$ cat src/rtl/pad_pkg.sv
// Shared types for the border-padding stream block: pad mode encoding and FSM states.
package pad_pkg;

   typedef enum logic [1:0] {
      MODE_ZERO   = 2'd0,
      MODE_CONST  = 2'd1,
      MODE_BYPASS = 2'd2,
      MODE_RSVD   = 2'd3
   } pad_mode_t;

   typedef enum logic [1:0] {
      S_TOP    = 2'd0,
      S_ROW    = 2'd1,
      S_BOTTOM = 2'd2
   } pad_state_t;

   // The reserved code is folded onto ZERO so the rest of the design sees three modes.
   function automatic pad_mode_t norm_mode(input logic [1:0] m);
      pad_mode_t r;
      case (m)
         2'd1:    r = MODE_CONST;
         2'd2:    r = MODE_BYPASS;
         default: r = MODE_ZERO;
      endcase
      return r;
   endfunction

endpackage

$ cat src/rtl/pad_stream.sv
// Streams a WIDTH x HEIGHT raster frame out with a PAD-pixel border (zero or constant),
// or passes it through unpadded in BYPASS mode, behind a single-stage output register.
module pad_stream
   import pad_pkg::*;
#(
   parameter int DATA_W = 8,
   parameter int WIDTH  = 6,
   parameter int HEIGHT = 6,
   parameter int PAD    = 1
) (
   input  logic              clk,
   input  logic              reset_n,
   input  logic [1:0]        mode,
   input  logic [DATA_W-1:0] pad_value,
   input  logic [DATA_W-1:0] data_in,
   input  logic              valid_in,
   output logic              ready_out,
   output logic [DATA_W-1:0] data_out,
   output logic              valid_out,
   input  logic              ready_in,
   output logic              sof_out,
   output logic              eol_out,
   output logic              frame_done
);

   localparam int PW = WIDTH + 2 * PAD;
   localparam int PH = HEIGHT + 2 * PAD;
   localparam int XW = $clog2(PW + 1);
   localparam int YW = $clog2(PH + 1);

   localparam logic [XW-1:0] X_PIX_LO = XW'(PAD);
   localparam logic [XW-1:0] X_PIX_HI = XW'(PAD + WIDTH);
   localparam logic [XW-1:0] X_LAST   = XW'(PW - 1);
   localparam logic [XW-1:0] X_BLAST  = XW'(WIDTH - 1);
   localparam logic [YW-1:0] Y_TOP_E  = YW'(PAD - 1);
   localparam logic [YW-1:0] Y_ROW_E  = YW'(PAD + HEIGHT - 1);
   localparam logic [YW-1:0] Y_LAST   = YW'(PH - 1);
   localparam logic [YW-1:0] Y_BLAST  = YW'(HEIGHT - 1);

   pad_state_t        state_q, state_d;
   pad_mode_t         mode_q, mode_d;
   logic [XW-1:0]     x_q, x_d;
   logic [YW-1:0]     y_q, y_d;
   logic [DATA_W-1:0] padv_q, padv_d;
   logic [DATA_W-1:0] data_q, data_d;
   logic              valid_q, valid_d;
   logic              sof_q, sof_d;
   logic              eol_q, eol_d;
   logic              last_q, last_d;
   logic              done_q, done_d;

   logic              at_origin_s, bypass_s, in_pix_s, advance_s, load_s;
   logic              row_end_s, frame_end_s;
   pad_mode_t         cur_mode_s;
   logic [DATA_W-1:0] cur_val_s;

   // At beat (0,0) the live mode/value apply; afterwards the frame-latched copies do.
   assign at_origin_s = (x_q == '0) && (y_q == '0);
   assign cur_mode_s  = at_origin_s ? norm_mode(mode) : mode_q;
   assign cur_val_s   = at_origin_s ? pad_value : padv_q;
   assign bypass_s    = (cur_mode_s == MODE_BYPASS);
   assign in_pix_s    = bypass_s || ((state_q == S_ROW) && (x_q >= X_PIX_LO) && (x_q < X_PIX_HI));
   assign advance_s   = !valid_q || ready_in;
   assign ready_out   = reset_n && advance_s && in_pix_s;
   assign load_s      = advance_s && (!in_pix_s || valid_in);
   assign row_end_s   = (x_q == (bypass_s ? X_BLAST : X_LAST));
   assign frame_end_s = row_end_s && (y_q == (bypass_s ? Y_BLAST : Y_LAST));

   // Next-state: position/FSM stepping and output-register load on each accepted advance.
   always_comb begin
      state_d = state_q;
      mode_d  = mode_q;
      x_d     = x_q;
      y_d     = y_q;
      padv_d  = padv_q;
      data_d  = data_q;
      valid_d = valid_q;
      sof_d   = sof_q;
      eol_d   = eol_q;
      last_d  = last_q;
      done_d  = valid_q && ready_in && last_q;
      if (load_s) begin
         valid_d = 1'b1;
         sof_d   = at_origin_s;
         eol_d   = row_end_s;
         last_d  = frame_end_s;
         if (in_pix_s) begin
            data_d = data_in;
         end else if (cur_mode_s == MODE_CONST) begin
            data_d = cur_val_s;
         end else begin
            data_d = '0;
         end
         if (at_origin_s) begin
            mode_d = cur_mode_s;
            padv_d = cur_val_s;
         end else begin
            mode_d = mode_q;
            padv_d = padv_q;
         end
         if (row_end_s) begin
            x_d = '0;
            y_d = frame_end_s ? '0 : y_q + YW'(1);
         end else begin
            x_d = x_q + XW'(1);
            y_d = y_q;
         end
         if (row_end_s && !bypass_s) begin
            case (state_q)
               S_TOP:    state_d = (y_q == Y_TOP_E) ? S_ROW    : S_TOP;
               S_ROW:    state_d = (y_q == Y_ROW_E) ? S_BOTTOM : S_ROW;
               S_BOTTOM: state_d = (y_q == Y_LAST)  ? S_TOP    : S_BOTTOM;
               default:  state_d = S_TOP;
            endcase
         end else begin
            state_d = state_q;
         end
      end else if (advance_s) begin
         valid_d = 1'b0;
         sof_d   = 1'b0;
         eol_d   = 1'b0;
         last_d  = 1'b0;
      end else begin
         valid_d = valid_q;
      end
   end

   // State and output registers with synchronous active-low reset.
   always_ff @(posedge clk) begin
      if (!reset_n) begin
         state_q <= S_TOP;
         mode_q  <= MODE_ZERO;
         x_q     <= '0;
         y_q     <= '0;
         padv_q  <= '0;
         data_q  <= '0;
         valid_q <= 1'b0;
         sof_q   <= 1'b0;
         eol_q   <= 1'b0;
         last_q  <= 1'b0;
         done_q  <= 1'b0;
      end else begin
         state_q <= state_d;
         mode_q  <= mode_d;
         x_q     <= x_d;
         y_q     <= y_d;
         padv_q  <= padv_d;
         data_q  <= data_d;
         valid_q <= valid_d;
         sof_q   <= sof_d;
         eol_q   <= eol_d;
         last_q  <= last_d;
         done_q  <= done_d;
      end
   end

   assign data_out   = data_q;
   assign valid_out  = valid_q;
   assign sof_out    = sof_q;
   assign eol_out    = eol_q;
   assign frame_done = done_q;

endmodule

$ cat config.mk
export PLATFORM = sky130hd
export DESIGN_NAME = pad_stream
export DESIGN_NICKNAME = d
export VERILOG_FILES = /design/src/rtl/pad_pkg.sv /design/src/rtl/pad_stream.sv
export SDC_FILE = /design/constraint.sdc
export NUM_CORES = 1
export LEC_CHECK = 0
export CAP_MARGIN = 20
export CORE_ASPECT_RATIO = 0.75
export CORE_MARGIN = 1.5
export CORE_UTILIZATION = 51
export CTS_CLUSTER_DIAMETER = 40
export DETAILED_ROUTE_END_ITERATION = 6
export MAX_ROUTING_LAYER = met4
export PLACE_DENSITY = 0.79
export SLEW_MARGIN = 20
export SYNTH_ARGS = -nofsm -noshare
export SYNTH_HDL_FRONTEND = slang
export SYNTH_SLANG_ARGS = --single-unit
$ cat constraint.sdc
create_clock -name clk -period 3.9 [get_ports clk]
set_clock_uncertainty 0.15 [all_clocks]
set_input_delay 0.39 -clock clk [delete_from_list [all_inputs] [get_ports clk]]
set_output_delay 0.39 -clock clk [all_outputs]
set_load 0.05 [all_outputs]
* Yosys cells after proc, flatten, opt, wreduce, memory -nomap -nowiden
Index checks and enable logic that the tools add are counted.
** Cells by class
- Add/sub/neg operators :: 2
- Multiply operators :: 0
- Divide/modulo/power cells :: 0
- Magnitude comparators :: 2
- Equal/unequal tests :: 10
- Shifts and indexed selects :: 0
- Muxes and demuxes :: 17
- Bitwise gates (word level) :: 0
- Reduce and logical (&&, ||, !) cells :: 23
** Operator list (number)
- $mux 8 :: 3
- $logic_and 1x1->1 :: 10
- $add 4x1->4 const B :: 2
- $eq 4x3->1 const B :: 2
- $logic_not 4->1 :: 2
- $mux 2 :: 4
- $mux 4 :: 2
- $eq 2x1->1 const B :: 3
- $eq 2x2->1 const B :: 3
- $mux 1 :: 6
- $pmux 2 s3 :: 1
- $reduce_and 2->1 :: 3
- $eq 4x3->1 :: 1
- $eq 4x4->1 :: 1
- $ge 4x1->1 const B :: 1
- $lt 4x3->1 const B :: 1
- $pmux 2 s2 :: 1
- $logic_not 1->1 :: 3
- $logic_or 1x1->1 :: 3
- $logic_not 2->1 :: 1
- $reduce_bool 2->1 :: 1
** Storage, ports and cells
- Bits in registers :: 33
- Bits in latches :: 0
- Bits in writable memories :: 0
- Bits in read-only memories :: 0
- Output and inout port bits :: 13
- Word-level logic and storage cells :: 65
- Memories :: 0

* Depth between registers and ports, before layout
Gate-level depths: netlist of the first run.
- Depth in word-level cells :: 9
- Depth in mapped cells :: 10

* Least setup slack after synthesis of the first run
No wires, ideal clock.
- Path kind :: register -> output
- From :: register x_q[1]
- To :: output port ready_out
- Arrival :: 2013 ps
- Required time :: 3360 ps
- Path slack :: 1347 ps
- Cell stages (with the launch flop) :: 9
- Buffers on the path :: 2
- Cell sequence :: dfxtp_1 inv_1 ha_1 nor2b_1 and3_2 or3_1 buf_2 buf_6 and3_1
** Between the ends
- Longest elaborated chain between the ends :: 6
** Ends and longest elaborated chain
- start: declaration :: RTL line pad_stream.sv:42 : logic [XW-1:0] x_q, x_d;
- start signal: assignment :: RTL line pad_stream.sv:133 : x_q <= '0;
- start signal: assignment :: RTL line pad_stream.sv:145 : x_q <= x_d;
- $logic_not 4->1 :: RTL line pad_stream.sv:58 : assign at_origin_s = (x_q == '0) && (y_q == '0);
- $logic_and 1x1->1 :: RTL line pad_stream.sv:58
- $mux 2 :: RTL line pad_stream.sv:59 : assign cur_mode_s = at_origin_s ? norm_mode(mode) : mode_q;
- $eq 2x2->1 :: RTL line pad_stream.sv:61 : assign bypass_s = (cur_mode_s == MODE_BYPASS);
- $logic_or 1x1->1 * :: RTL line pad_stream.sv:62 : assign in_pix_s = bypass_s || ((state_q == S_ROW) && (x_q >= X_PIX_LO) && (x_q < X_PIX_HI));
- $logic_and 1x1->1 * :: RTL line pad_stream.sv:64 : assign ready_out = reset_n && advance_s && in_pix_s;
- end: declaration :: RTL line pad_stream.sv:17 : output logic ready_out,
Mark *: on every way between the ends. The rest lies on a longest branch, timed or not.

* Final worst setup path of the first run
Ends and elaborated chain as after synthesis.

==> results.py, run 1 <==
metrics = {
    "synth": {
        "async_flop_share_pct": 0,
        "avgSynthCellArea_sq_um": 8.39,
        "syn_nets": 241,
        "ys_ff_latch": 33,
        "yosys_warnings": 0,
        "synth_edf_count": 0,
        "syn-cell-area_sq_um": 1790,
        "seq_area_frac_synth_pct": 36.9,
        "synthDistinctLibCells": 47,
        "ys.flop_type": "dfxtp_1",
        "syn_inst": 213,
    },
    "job": {
        "cap_viol_max_count": 0,
    },
    "global_route": {
        "grtUsageMet3_pct": 4.97,
        "grt_pass1_wl_um": 6200,
        "grtUsageMet1_pct": 32.6,
        "gr-total-overflow": 0,
        "grt_usage_pct": 21.5,
        "grt_max_degree": 28,
        "antenna_found_initial": 0,
        "busiest_layer": "met1",
        "grtUsageMet2_pct": 28.1,
        "grt_pass1_vias": 1334,
    },
    "clock_network": {
        "path_clk_slew_ns": 0.07,
        "worstSkewPairLatency_ns": 0.28,
        "clock_path_buffers": 2,
        "postCtsHoldBufs": 0,
        "h-tree-depth": 2,
        "cts-resized-gates": 0,
        "post_cts_buffers": 0,
        "root_buffer": "clkbuf_8",
        "cts_tree": "done",
        "clock-sinks": 33,
        "cts_buffers": 5,
    },
    "pwr": {
        "power.share.sequential_pct": 39.7,
        "p_leak_nw": 0.868,
        "p_switching_uw": 368,
        "power_density_nw_per_um2": 454,
        "swShare_pct": 36.4,
        "p_int_uw": 643,
        "ir_drop_v": 0.000355,
        "pwr-share-comb_pct": 36.1,
        "clock_power_share_pct": 24.2,
        "power.total_mw": 1.01,
    },
    "place": {
        "io_buffers": 34,
        "gp_congestion": 0.887,
        "dpl.hpwl_um": 2790,
    },
    "detailed_routing": {
        "drt_wl_total_um": 3910,
        "post_drt_via_cell_ratio": 5.55,
        "drtIter0Drc": 83,
        "drt_first_pass_iters": 4,
        "wl_per_cell_um": 13.6,
        "drcViolationCount": 0,
        "via_count": 1598,
        "detail-route-antenna-nets": 0,
    },
    "sta": {
        "fin_crit_sh_pct": 88.3,
        "worst_pin_slew_ns": 0.782,
        "slew_headroom_pct": 47.7,
        "period_minus_slack_ns": 3.44,
        "setup_viol": 0,
        "hold_violations": 0,
        "rsz0062_at_grt": "no",
        "finalSetupTns_ns": 0,
        "slew_viol_final": 0,
        "clock.fmax_mhz": 290,
    },
    "floorplan": {
        "core_area_sq_um": 3310,
        "dieArea_sq_um": 3870,
        "die-height_um": 54.3,
        "io_pins": 35,
        "start_util_pct": 54.0,
        "rows": 18,
        "die-width_um": 71.4,
    },
    "final_layout": {
        "nNetsFinal": 275,
        "area_delta_synth_final_pct": 24.6,
        "fillers": 275,
        "antennaDiodeCount": 0,
        "drive_gt1_share_pct": 8.87,
    },
    "setup_path": {
        "cp.required_ns": 3.36,
        "start_kind": "flip-flop",
        "crit_fanout": 16,
        "arrival_ns": 2.90,
        "critPathKind": "flip-flop to primary output",
        "end_kind": "primary output",
    },
    "min_path": {
        "holdCritPathClass": "flip-flop to flip-flop",
    },
    "status": {
        "status": "finished, final reports clean",
    },
}
worst paths after layout:
check / from / to / slack (ns) / depth (start not counted)
worst min register to register: last_q / frame_done / 0.30 / 2
worst max-delay path: x_q[1] / ready_out / 0.46 / 8
worst min-delay path: last_q / frame_done / 0.30 / 2
worst max register to register: x_q[1] / padv_q[5] / 1.08 / 9
placed cells by master (no fill, tap or decap), types with 3 or more instances in the layout:
cell | netlist | layout
clkbuf_8 | 0 | 5
nand2_1 | 20 | 20
inv_1 | 7 | 7
a21oi_1 | 18 | 18
a211oi_1 | 7 | 7
mux2i_1 | 10 | 10
nand3_1 | 3 | 3
nor3_1 | 14 | 14
clkdlybuf4s50_1 | 0 | 34
ha_1 | 6 | 6
o21ai_0 | 13 | 13
nor2b_1 | 7 | 7
nand2b_1 | 4 | 4
dfxtp_1 | 33 | 33
nand3b_1 | 3 | 3
nor2_1 | 23 | 23
buf_4 | 1 | 4
critical path: stages (launching register included):
cell and delay [ns]:
dfxtp_1 0.44, inv_1 0.13, ha_1 0.20, nor2b_1 0.17, and3_2 0.24, or3_1 0.36, buf_4 0.20, and3_1 0.18
clkdlybuf4s50_1 0.69
metal layers:
metal / share of wire, % / vias up
li1: - / 826
met1: 54 / 718
met2: 39 / 48
met3: 5.7 / 6
met4: 0.90 / 0
met5: 0 / -
area by class of cell:
type	count	area, sq um	area share (%)
Timing Repair Buffer	38	370	16.6
Sequential cell	33	661	29.6
Clock inverter	2	10.0	0.449
Tap cell	40	50.0	2.25
Clock buffer	6	72.6	3.26
Inverter	8	30.0	1.35
Multi-Input combinational cell	161	1030	46.4
cell usage after synthesis, drive strengths merged, types with 2 or more instances:
cell type	n	area share [%]
dfxtp	33	37
nor2	23	4.8
nand2	20	4.2
a21oi	18	5.0
nor3	14	3.9
o21ai	14	3.9
mux2i	10	5.6
a211oi	8	4.1
inv	7	1.5
nor2b	7	2.4
clkbuf	6	1.3
ha	6	4.2
buf	5	2.2
nand2b	4	1.4
nand3	4	1.4
nand3b	3	1.3
a221oi	2	1.7
a31o	2	0.98
a31oi	2	1.0
and3	2	0.77
mux2	2	1.3
nand4	2	0.70
nor3b	2	0.84
nor4b	2	1.8
xnor2	2	0.98
flip-flops by register name, summed over array words and instances (netlist names), 2 cells and up:
name,cells
x_q,4
data_out,8
padv_q,8
state_q,2
y_q,4
mode_q,2
metrics by stage:
| step | instances | cell area (sq um) | setup WS (ns) | util, % | hold WS (ns) |
|---|---|---|---|---|---|
| final | 288 | 2230 | 0.456 | 67.3 | 0.299 |
| after global routing | 288 | 2230 | 0.337 | 67.3 | 0.322 |
| after CTS | 288 | 2230 | 0.480 | 67.3 | 0.304 |
| after detailed placement | 280 | 2150 | 0.762 | 64.8 | 0.290 |
| after global placement | 280 | 2150 | 0.778 | 64.8 | 0.282 |
| after floorplan | 213 | 1790 | 1.35 | - | 0.273 |
power by group through the flow:
stage | sequential, mW | clock (mW) | combinational [mW]
2_1_floorplan | 0.460 | 0 | 0.218
3_3_place_gp | 0.407 | 0 | 0.360
3_5_place_dp | 0.408 | 0 | 0.361
4_1_cts | 0.401 | 0.247 | 0.365
5_1_grt | 0.407 | 0.260 | 0.396
6_report | 0.402 | 0.245 | 0.365
kinds of logic (layout without fill, tap and decap cells):
group,after synthesis,in the layout,synth area share [%]
xor gates and xnor gates,2,2,0.980
AOI/OAI and AO/OA,54,54,20.6
DFF,33,33,36.9
buffers and inverters,19,54,5.18
and+or+nand+nor,87,87,25.2
adders and majority gates,6,6,4.20
muxes,12,12,6.86
Power figures use the tool's default switching activity.
==> run 2, diff against run 1 <==
CORE_ASPECT_RATIO = not set   (was 0.75)
clock period = 3.3 ns   (was 3.9 ns; I/O delays follow)
==> run 2 against run 1 <==
  * Sequential share of layout area down 0.17 points
  * Sequential power increased by 18%
  * Clock-buffer cell count is 1 higher
  * Utilization decreased by 0.15 points
  * Critical path type unchanged
==> results.py, run 2 (synthesis gave the netlist of run 1 again) <==
metrics = {
    "status": {
        "status": "finished, final reports clean",
    },
    "detailed_routing": {
        "wl_per_cell_um": 13.5,
        "via_count": 1582,
        "drtIter0Drc": 61,
        "detail-route-antenna-nets": 0,
        "post_drt_via_cell_ratio": 5.40,
        "drcViolationCount": 0,
        "drt_first_pass_iters": 4,
        "drt_wl_total_um": 3950,
    },
    "setup_path": {
        "end_kind": "primary output",
        "reg2reg_to": "sof_out",
        "r2r_cells": 8,
        "cp.required_ns": 2.82,
        "start_kind": "flip-flop",
        "r2r_start": "x_q[1]",
        "critPathKind": "flip-flop to primary output",
        "arrival_ns": 2.59,
        "crit_fanout": 16,
        "reg2reg_slack_ns": 0.62,
    },
    "global_route": {
        "grt_usage_pct": 22.7,
        "grt_pass1_wl_um": 6780,
        "gr-total-overflow": 0,
        "antenna_found_initial": 0,
        "grt_pass1_vias": 1406,
        "grt_max_degree": 28,
    },
    "min_path": {
        "min_from": "last_q",
        "hold_depth": 2,
        "worstHoldEndpoint": "frame_done",
        "holdCritPathClass": "flip-flop to flip-flop",
    },
    "floorplan": {
        "start_util_pct": 53.6,
        "io_pins": 35,
        "core_area_sq_um": 3340,
        "dieArea_sq_um": 3870,
        "die-width_um": 62.2,
        "die-height_um": 62.2,
        "rows": 21,
    },
    "clock_network": {
        "h-tree-depth": 2,
        "postCtsHoldBufs": 0,
        "worstSkewPairLatency_ns": 0.34,
        "cts-resized-gates": 0,
        "root_buffer": "clkbuf_4",
        "clock-sinks": 33,
        "post_cts_buffers": 0,
        "cts_tree": "done",
        "clock_path_buffers": 2,
        "path_clk_slew_ns": 0.10,
        "cts_buffers": 5,
    },
    "final_layout": {
        "drive_gt1_share_pct": 8.91,
        "antennaDiodeCount": 0,
        "final_cell_mix": "dfxtp_1, clkdlybuf4s50_1, nor2_1",
        "area_delta_synth_final_pct": 25.3,
        "nNetsFinal": 274,
    },
    "sta": {
        "final.setup.worst_slack_ns": 0.231,
        "fin_crit_sh_pct": 93.0,
        "period_minus_slack_ns": 3.07,
        "hold_violations": 0,
        "clock.fmax_mhz": 326,
        "rsz0062_at_grt": "no",
        "setup_viol": 0,
        "worst_pin_slew_ns": 0.761,
        "finalSetupTns_ns": 0,
        "slew_headroom_pct": 49.1,
        "slew_viol_final": 0,
    },
    "pwr": {
        "p_leak_nw": 0.868,
        "p_switching_uw": 425,
        "p_int_uw": 794,
        "pwr-share-comb_pct": 35.1,
        "clock_power_share_pct": 26.0,
        "power.share.sequential_pct": 38.9,
        "ir_drop_v": 0.000279,
        "power_density_nw_per_um2": 544,
        "swShare_pct": 34.9,
    },
    "place": {
        "dpl.hpwl_um": 2900,
        "io_buffers": 34,
        "gp_congestion": 0.816,
        "dpl_worst_slack_ns": 0.621,
    },
    "job": {
        "cap_viol_max_count": 0,
    },
}
==> run 2: worst max path at each step <==
stage          slack, ns    from         to  cells after the start
2_1_floorplan       0.81  x_q[1]  ready_out                      8
3_3_place_gp        0.64  x_q[1]    sof_out                      8
3_5_place_dp        0.62  x_q[1]  ready_out                      7
4_1_cts             0.23  x_q[1]  ready_out                      7
5_1_grt             0.02  x_q[1]  ready_out                      7
6_report            0.23  x_q[1]  ready_out                      7
==> run 2: final cells by class <==
type	instances	area, sq um
fill	291	1100
multi-input combinational	161	1030
sequential	33	661
timing repair buffer	37	373
tap	46	57.6
clock buffer	7	55.1
clock inverter	1	30.0
inverter	8	30.0
==> run 2: power groups by stage <==
| stage | sequential [mW] | clock [mW] | combinational, mW |
|---|---|---|---|
| after floorplan | 0.544 | 0 | 0.258 |
| after global routing | 0.481 | 0.341 | 0.466 |
| after global placement | 0.481 | 0 | 0.422 |
| after detailed placement | 0.484 | 0 | 0.424 |
| final | 0.475 | 0.317 | 0.428 |
| after CTS | 0.474 | 0.321 | 0.427 |
==> run 2: critical path, stage by stage (launching register included) <==
cell     delay [ns]
dfxtp_1        0.45
inv_1          0.13
ha_1           0.20
nor2b_1        0.17
and3_2         0.24
or3_1          0.61
and3_1         0.31
buf_12         0.15
==> run 2: routing by layer <==
metal | vias up | wire [um] | part of all wire, % | global-route usage [%]
li1 | 830 | - | - | -
met1 | 716 | 1930 | 49 | 30.9
met2 | 30 | 1780 | 45 | 32.6
met3 | 6 | 177 | 4.5 | 6.34
met4 | 0 | 55 | 1.4 | 7.50
met5 | - | 0 | 0 | -
==> run 2: stage by stage <==
stage          instance area [sq um]  power (mW)  std cells  util [%]  hold WS [ns]
4_1_cts                         2240        1.22        293      67.2         0.298
2_1_floorplan                   1790       0.802        213         -         0.273
3_3_place_gp                    2160       0.903        285      64.6         0.282
6_report                        2240        1.22        293      67.2         0.299
3_5_place_dp                    2160       0.908        285      64.6         0.282
5_1_grt                         2240        1.29        293      67.2         0.327
